[src/rtl/modulo_status_decoder_pkg.sv]
// Shared definitions for the status-digit code: FSM states, code words and
// the legality/decode rule used by both receive and encoder-side checkers.
package modulo_status_decoder_pkg;

  typedef enum logic [1:0] {
    NOLOCK  = 2'd0,
    CONFIRM = 2'd1,
    LOCKED  = 2'd2
  } state_t;

  localparam logic [3:0] CODE_S00 = 4'hC;
  localparam logic [3:0] CODE_S01 = 4'hB;
  localparam logic [3:0] CODE_S10 = 4'hA;
  localparam logic [3:0] CODE_S11 = 4'hD;

  typedef struct packed {
    logic       legal;
    logic [1:0] status;
  } code_info_t;

  // A word is legal when its top bit is set and bits 2/1 are complementary.
  function automatic code_info_t check_code(input logic [3:0] code);
    code_info_t info;
    info.legal  = code[3] & (code[2] == ~code[1]);
    info.status = {code[1] ^ code[0], code[0]};
    return info;
  endfunction

endpackage

[src/rtl/modulo_status_decoder_code_check.sv]
// Combinational legality check and status recovery for one code word.
module status_code_check
  import modulo_status_decoder_pkg::*;
(
  input  logic [3:0] stdig_in,
  output logic       legal,
  output logic [1:0] decoded
);

  code_info_t info;

  assign info    = check_code(stdig_in);
  assign legal   = info.legal;
  assign decoded = info.status;

endmodule

[src/rtl/modulo_status_decoder.sv]
// Receive-side status decoder: checks code words, filters glitches through a
// confirm/lock FSM and keeps a saturating count of illegal words.
module modulo_status_decoder
  import modulo_status_decoder_pkg::*;
#(
  parameter int STABLE_N = 3,
  parameter int LOSS_N   = 2,
  parameter int ERR_W    = 8
) (
  input  logic             clk,
  input  logic             rst_n,
  input  logic             sample_en,
  input  logic [3:0]       stdig_in,
  input  logic             err_clr,
  output logic [1:0]       std_out,
  output logic             std_valid,
  output logic             std_changed,
  output logic             code_err,
  output logic [ERR_W-1:0] err_count
);

  localparam logic [4:0]       STABLE_L = 5'(STABLE_N);
  localparam logic [4:0]       LOSS_L   = 5'(LOSS_N);
  localparam logic [ERR_W-1:0] ERR_ONE  = {{(ERR_W-1){1'b0}}, 1'b1};

  state_t           state, state_n;
  logic [1:0]       cand, cand_n;
  logic [3:0]       run, run_n;
  logic [3:0]       loss, loss_n;
  logic [1:0]       out_n;
  logic             valid_n, changed_n, code_err_n;
  logic [ERR_W-1:0] err_n;
  logic             legal;
  logic [1:0]       decoded;
  logic [4:0]       run_inc, loss_inc;
  logic             do_commit, lose;
  logic [1:0]       commit_val;

  status_code_check u_check (
    .stdig_in (stdig_in),
    .legal    (legal),
    .decoded  (decoded)
  );

  assign run_inc  = {1'b0, run} + 5'd1;
  assign loss_inc = {1'b0, loss} + 5'd1;

  always_comb begin
    state_n    = state;
    cand_n     = cand;
    run_n      = run;
    loss_n     = loss;
    out_n      = std_out;
    valid_n    = std_valid;
    changed_n  = 1'b0;
    code_err_n = 1'b0;
    err_n      = err_count;
    do_commit  = 1'b0;
    commit_val = cand;
    lose       = 1'b0;

    if (sample_en) begin
      if (!legal) begin
        code_err_n = 1'b1;
        if (err_count != '1) err_n = err_count + ERR_ONE;
      end

      unique case (state)
        NOLOCK: begin
          if (legal) begin
            cand_n = decoded;
            run_n  = 4'd1;
            if (STABLE_N == 1) begin
              do_commit  = 1'b1;
              commit_val = decoded;
            end else begin
              state_n = CONFIRM;
            end
          end
        end
        CONFIRM: begin
          if (legal) begin
            loss_n = 4'd0;
            if (decoded == cand) begin
              if (run_inc >= STABLE_L) begin
                do_commit  = 1'b1;
                commit_val = cand;
              end else begin
                run_n = run_inc[3:0];
              end
            end else begin
              cand_n = decoded;
              run_n  = 4'd1;
              if (STABLE_N == 1) begin
                do_commit  = 1'b1;
                commit_val = decoded;
              end
            end
          end else begin
            run_n = 4'd0;
            if (!std_valid) state_n = NOLOCK;
            else            lose    = 1'b1;
          end
        end
        LOCKED: begin
          if (legal) begin
            loss_n = 4'd0;
            if (decoded != std_out) begin
              cand_n = decoded;
              run_n  = 4'd1;
              if (STABLE_N == 1) begin
                do_commit  = 1'b1;
                commit_val = decoded;
              end else begin
                state_n = CONFIRM;
              end
            end
          end else begin
            lose = 1'b1;
          end
        end
        default: state_n = NOLOCK;
      endcase

      // Losing lock keeps the last std_out so consumers see a stale but sane value.
      if (lose) begin
        if (loss_inc >= LOSS_L) begin
          valid_n = 1'b0;
          loss_n  = 4'd0;
          state_n = NOLOCK;
        end else begin
          loss_n  = loss_inc[3:0];
          state_n = LOCKED;
        end
      end

      if (do_commit) begin
        out_n     = commit_val;
        valid_n   = 1'b1;
        changed_n = !std_valid || (commit_val != std_out);
        run_n     = 4'd0;
        loss_n    = 4'd0;
        state_n   = LOCKED;
      end
    end

    if (err_clr) err_n = '0;
  end

  always_ff @(posedge clk or negedge rst_n) begin
    if (!rst_n) begin
      state       <= NOLOCK;
      cand        <= 2'b00;
      run         <= 4'd0;
      loss        <= 4'd0;
      std_out     <= 2'b00;
      std_valid   <= 1'b0;
      std_changed <= 1'b0;
      code_err    <= 1'b0;
      err_count   <= '0;
    end else begin
      state       <= state_n;
      cand        <= cand_n;
      run         <= run_n;
      loss        <= loss_n;
      std_out     <= out_n;
      std_valid   <= valid_n;
      std_changed <= changed_n;
      code_err    <= code_err_n;
      err_count   <= err_n;
    end
  end

endmodule

[config.mk]
export PLATFORM = sky130hd
export DESIGN_NAME = modulo_status_decoder
export DESIGN_NICKNAME = d
export VERILOG_FILES = /design/src/rtl/modulo_status_decoder_pkg.sv /design/src/rtl/modulo_status_decoder_code_check.sv /design/src/rtl/modulo_status_decoder.sv
export SDC_FILE = /design/constraint.sdc
export NUM_CORES = 1
export LEC_CHECK = 0
export CORE_MARGIN = 2
export CORE_UTILIZATION = 45
export DETAILED_ROUTE_END_ITERATION = 16
export GPL_TIMING_DRIVEN = 0
export PLACE_DENSITY = 0.7
export SYNTH_ARGS = -nofsm -noshare
export SYNTH_HDL_FRONTEND = slang
export SYNTH_SLANG_ARGS = --single-unit
[constraint.sdc]
create_clock -name clk -period 2 [get_ports clk]
set_clock_uncertainty 0.05 [all_clocks]
set_input_delay 0.3 -clock clk [delete_from_list [all_inputs] [get_ports clk]]
set_output_delay 0.3 -clock clk [all_outputs]
set_load 0.05 [all_outputs]
==> impl_metrics.sql <==
INSERT INTO impl_metrics (metric_group, metric, value, unit) VALUES
('run_status', 'status', 'finished, violations left', ''),
('run_status', 'violations', 'negative setup slack', ''),
('detailed_routing', 'route.detailed.wl_per_inst', '14.6', 'µm'),
('critical_path', 'critical_path.reg2reg.endpoint', 'cand[0]', ''),
('cells_and_area', 'most-common-layout-cells', 'sky130_fd_sc_hd__dfrtp_1, sky130_fd_sc_hd__nor2_1, sky130_fd_sc_hd__clkdlybuf4s50_1, sky130_fd_sc_hd__buf_4, sky130_fd_sc_hd__nand2_1', ''),
('floorplan', 'initial_utilization', '46.1', '%'),
('sta', 'finalSetupViolCount', '4', ''),
('synthesis', 'post_synth_instance_area', '1530', 'µm²'),
('global_route', 'grt_pass1_wl', '5690', 'µm'),
('detailed_routing', 'route.antenna.remaining_nets', '0', ''),
('detailed_routing', 'vias_per_cell', '5.48', ''),
('sta', 'slew_headroom', '25.3', '%'),
('cells_and_area', 'layout.cells.non_filler', '237', ''),
('cells_and_area', 'final_common_cell', 'sky130_fd_sc_hd__dfrtp_1', ''),
('critical_path', 'critPathSlowestCell', 'sky130_fd_sc_hd__clkdlybuf4s50_1', ''),
('sta', 'final_critical_path_setup_slack', '-0.0232', 'ns'),
('placed_design', 'dpl.hpwl', '2300', 'µm'),
('critical_path', 'worst-endpoint-required', '2.16', 'ns'),
('global_route', 'grt_use_total', '18.0', '%'),
('synthesis', 'synthesis.instances', '153', ''),
('critical_path', 'timing.critical_path.arrival', '2.18', 'ns'),
('global_route', 'first_global_vias', '1296', ''),
('global_route', 'number_of_antenna_violations_at_the_first_check_in_global_routing', '0', ''),
('global_route', 'maximum_number_of_pins_on_one_net_before_global_route_repair', '26', ''),
('critical_path', 'critical_path.cell_chain', 'clkdlybuf4s50_1 > xor2_2 > nand2_2 > a211o_4 > or2_4 > mux2_4', ''),
('detailed_routing', 'drt_first_pass_iters', '4', ''),
('placed_design', 'globalplace.congestion', '0.789', ''),
('floorplan', 'die-height', '62.3', 'µm'),
('clocking', 'htreeDepth', '1', ''),
('critical_path', 'critical_path.startpoint_type', 'input port', ''),
('floorplan', 'cell_rows', '21', ''),
('sta', 'setup_tns', '-0.0564', 'ns'),
('floorplan', 'die_x', '62.3', 'µm'),
('sta', 'maxSlewViolCount', '0', ''),
('cells_and_area', 'layout-drive-gt1-share', '27.7', '%'),
('clocking', 'clock_sinks', '25', ''),
('power_and_ir_drop', 'pwr_density_cell', '947', 'nW/µm²'),
('placed_design', 'dpl_worst_slack', '-0.401', 'ns'),
('critical_path', 'reg2reg_slack', '-0.01', 'ns'),
('sta', 'worstMarginPinSlew', '1.12', 'ns'),
('clocking', 'worst_skew_pair.late_latency', '0.31', 'ns'),
('worst_hold_path', 'holdPathStages', '2', ''),
('detailed_routing', 'drcViolationCount', '0', ''),
('clocking', 'numCtsBuffers', '3', ''),
('clocking', 'clk_pin_slew_worst_paths', '0.13', 'ns'),
('critical_path', 'timing.rr.start', 'state[0]', ''),
('cells_and_area', 'design.final.nets', '210', ''),
('critical_path', 'critical_path_class', 'input port to register', ''),
('sta', 'grt_setup_unrepaired', 'true', ''),
('critical_path', 'critPathCaptureType', 'register', ''),
('placed_design', 'placed_cells', '218', ''),
('floorplan', 'top_level_ports', '21', ''),
('power_and_ir_drop', 'power.ir.vdd_worst', '0.393', 'mV'),
('clocking', 'clock_tree.root_cell', 'sky130_fd_sc_hd__clkbuf_4', ''),
('cells_and_area', 'antenna-diode-count', '0', ''),
('synthesis', 'postSynthNetCount', '171', ''),
('placed_design', 'port_buffers', '19', ''),
('worst_hold_path', 'min_delay_worst_endpoint', 'err_count[2]', ''),
('critical_path', 'reg2regPathDepth', '7', ''),
('critical_path', 'critical_path_peak_fanout', '7', ''),
('sta', 'maxClockFrequency', '494', 'MHz'),
('flow_run', 'maxCapViolations', '0', ''),
('synthesis', 'netlist-cell-type-count', '44', ''),
('detailed_routing', 'detailedRoute.firstIterationViolations', '63', ''),
('clocking', 'cts_max_path_buffers', '2', ''),
('critical_path', 'path_delay_family', 'buffers and inverters', ''),
('floorplan', 'total_die_area', '3880', 'µm²'),
('floorplan', 'floorplan.core_area', '3310', 'µm²'),
('cells_and_area', 'syn_to_layout_area_delta', '33.5', '%'),
('critical_path', 'worstPathBufferInverterCount', '1', ''),
('sta', 'min_period_over_period', '101', '%');
cells by family (layout without fill, tap and decap cells):
family / count (synthesis) / in the layout / share of synthesized area [%]
compound gates: 35 / 35 / 16.9
simple gates: 55 / 55 / 19.1
fa+ha+maj: 10 / 10 / 8.19
mux: 7 / 7 / 5.65
buf+inv: 10 / 48 / 2.46
flops: 25 / 25 / 41.0
xor+xnor: 11 / 11 / 6.80
registers in the layout, summed over array words and instances, names as in the netlist:
signal and cells:
cand 2, code_err 1, err_count 8, loss 4, run 4, state 2, std_changed 1, std_out 2
std_valid 1
repair_timing:
item / CTS / global route
pin swaps: 5 / 5
cloned: 0 / 0
hold buffers: 0 / 0
gates resized for setup: 11 / 18
endpoints found under the hold margin: 0 / 0
buffers inserted: 9 / 6
endpoints found under the setup margin: 8 / 13
per-layer routing:
metal	global-route usage [%]	up-vias	routed length, µm
li1	-	621	-
met1	21.8	643	1540
met2	32.5	31	1760
met3	3.62	4	121
met4	4.72	0	27
met5	0	-	0
synthesized netlist by cell type:
library cell / number / area (µm²)
sky130_fd_sc_hd__or2_4: 1 / 8.76
sky130_fd_sc_hd__o41ai_1: 1 / 8.76
sky130_fd_sc_hd__dfrtp_1: 25 / 626
sky130_fd_sc_hd__mux2_4: 2 / 30.0
sky130_fd_sc_hd__nand2_2: 1 / 6.26
sky130_fd_sc_hd__and3_1: 4 / 25.0
sky130_fd_sc_hd__a31oi_1: 3 / 18.8
sky130_fd_sc_hd__nor2_1: 14 / 52.6
sky130_fd_sc_hd__nand4_1: 4 / 25.0
sky130_fd_sc_hd__nor3b_1: 1 / 7.51
sky130_fd_sc_hd__a21o_1: 3 / 22.5
sky130_fd_sc_hd__mux2i_2: 1 / 13.8
sky130_fd_sc_hd__or3_2: 1 / 7.51
sky130_fd_sc_hd__and2_1: 5 / 31.3
sky130_fd_sc_hd__o31ai_1: 2 / 15.0
sky130_fd_sc_hd__or3b_2: 1 / 8.76
sky130_fd_sc_hd__ha_1: 10 / 125
sky130_fd_sc_hd__nand2_1: 8 / 30.0
sky130_fd_sc_hd__inv_1: 9 / 33.8
sky130_fd_sc_hd__or2_2: 1 / 6.26
sky130_fd_sc_hd__nand3_1: 5 / 25.0
sky130_fd_sc_hd__nand2b_1: 2 / 12.5
sky130_fd_sc_hd__o2111a_1: 1 / 11.3
sky130_fd_sc_hd__xor2_2: 1 / 16.3
sky130_fd_sc_hd__mux2i_1: 2 / 20.0
sky130_fd_sc_hd__nor2b_1: 2 / 12.5
sky130_fd_sc_hd__a21boi_0: 2 / 15.0
sky130_fd_sc_hd__a21oi_1: 5 / 25.0
sky130_fd_sc_hd__a211oi_1: 3 / 22.5
sky130_fd_sc_hd__a2111oi_0: 1 / 8.76
sky130_fd_sc_hd__o21ai_0: 5 / 25.0
sky130_fd_sc_hd__buf_1: 1 / 3.75
sky130_fd_sc_hd__a21o_2: 3 / 26.3
sky130_fd_sc_hd__a22o_1: 2 / 17.5
sky130_fd_sc_hd__o311ai_0: 1 / 8.76
sky130_fd_sc_hd__o211ai_1: 2 / 15.0
sky130_fd_sc_hd__xor2_1: 4 / 35.0
sky130_fd_sc_hd__xnor2_1: 6 / 52.6
sky130_fd_sc_hd__nor3_1: 1 / 5.00
sky130_fd_sc_hd__a211o_4: 1 / 17.5
sky130_fd_sc_hd__and2_2: 1 / 7.51
sky130_fd_sc_hd__mux2_2: 2 / 22.5
sky130_fd_sc_hd__or3_1: 2 / 12.5
sky130_fd_sc_hd__or4_1: 1 / 7.51
through the flow:
| stage | instance area (µm²) | hold WS (ns) | power [mW] | utilization (%) |
|---|---|---|---|---|
| after floorplan | 1550 | -0.0456 | 1.24 | - |
| after global placement | 1800 | 0.433 | 1.40 | 54.3 |
| after detailed placement | 1800 | 0.431 | 1.43 | 54.3 |
| after CTS | 1930 | 0.285 | 1.78 | 58.3 |
| after global routing | 2040 | 0.297 | 2.06 | 61.6 |
| final | 2040 | 0.280 | 1.93 | 61.6 |
worst reg2reg max path, stage by stage, from the launching register on:
cell and delay, ns:
sky130_fd_sc_hd__dfrtp_2 0.47, sky130_fd_sc_hd__inv_4 0.09, sky130_fd_sc_hd__ha_4 0.15, sky130_fd_sc_hd__or3b_4 0.39
sky130_fd_sc_hd__mux2i_4 0.22, sky130_fd_sc_hd__a21oi_4 0.05, sky130_fd_sc_hd__o2111a_2 0.18, sky130_fd_sc_hd__mux2_4 0.30
worst max-delay path by stage:
stage,startpoint,to,cells past startpoint
floorplan,state[0],cand[0],7
global placement,stdig_in[1],std_out[1],6
detailed placement,stdig_in[1],std_out[1],6
CTS,state[1],cand[1],6
global route,state[1],run[1],8
finish,stdig_in[2],std_out[1],6
area by class of cell:
cell class | count | area, µm² | area share, %
plain buffers | 1 | 3.75 | 0.184
clock buffers | 4 | 26.3 | 1.29
inverters | 9 | 36.3 | 1.78
multi-input cells | 118 | 972 | 47.7
flip-flops and latches | 25 | 628 | 30.8
well taps | 46 | 57.6 | 2.82
repair buffers | 34 | 315 | 15.5
power by group:
group          internal [mW]  leakage, nW  total, mW  switching, mW
combinational          0.503        0.631       1.00          0.500
sequential             0.592        0.332      0.706          0.114
clock                 0.0777       0.0150      0.223          0.145
(Power assumes the default switching activity.)
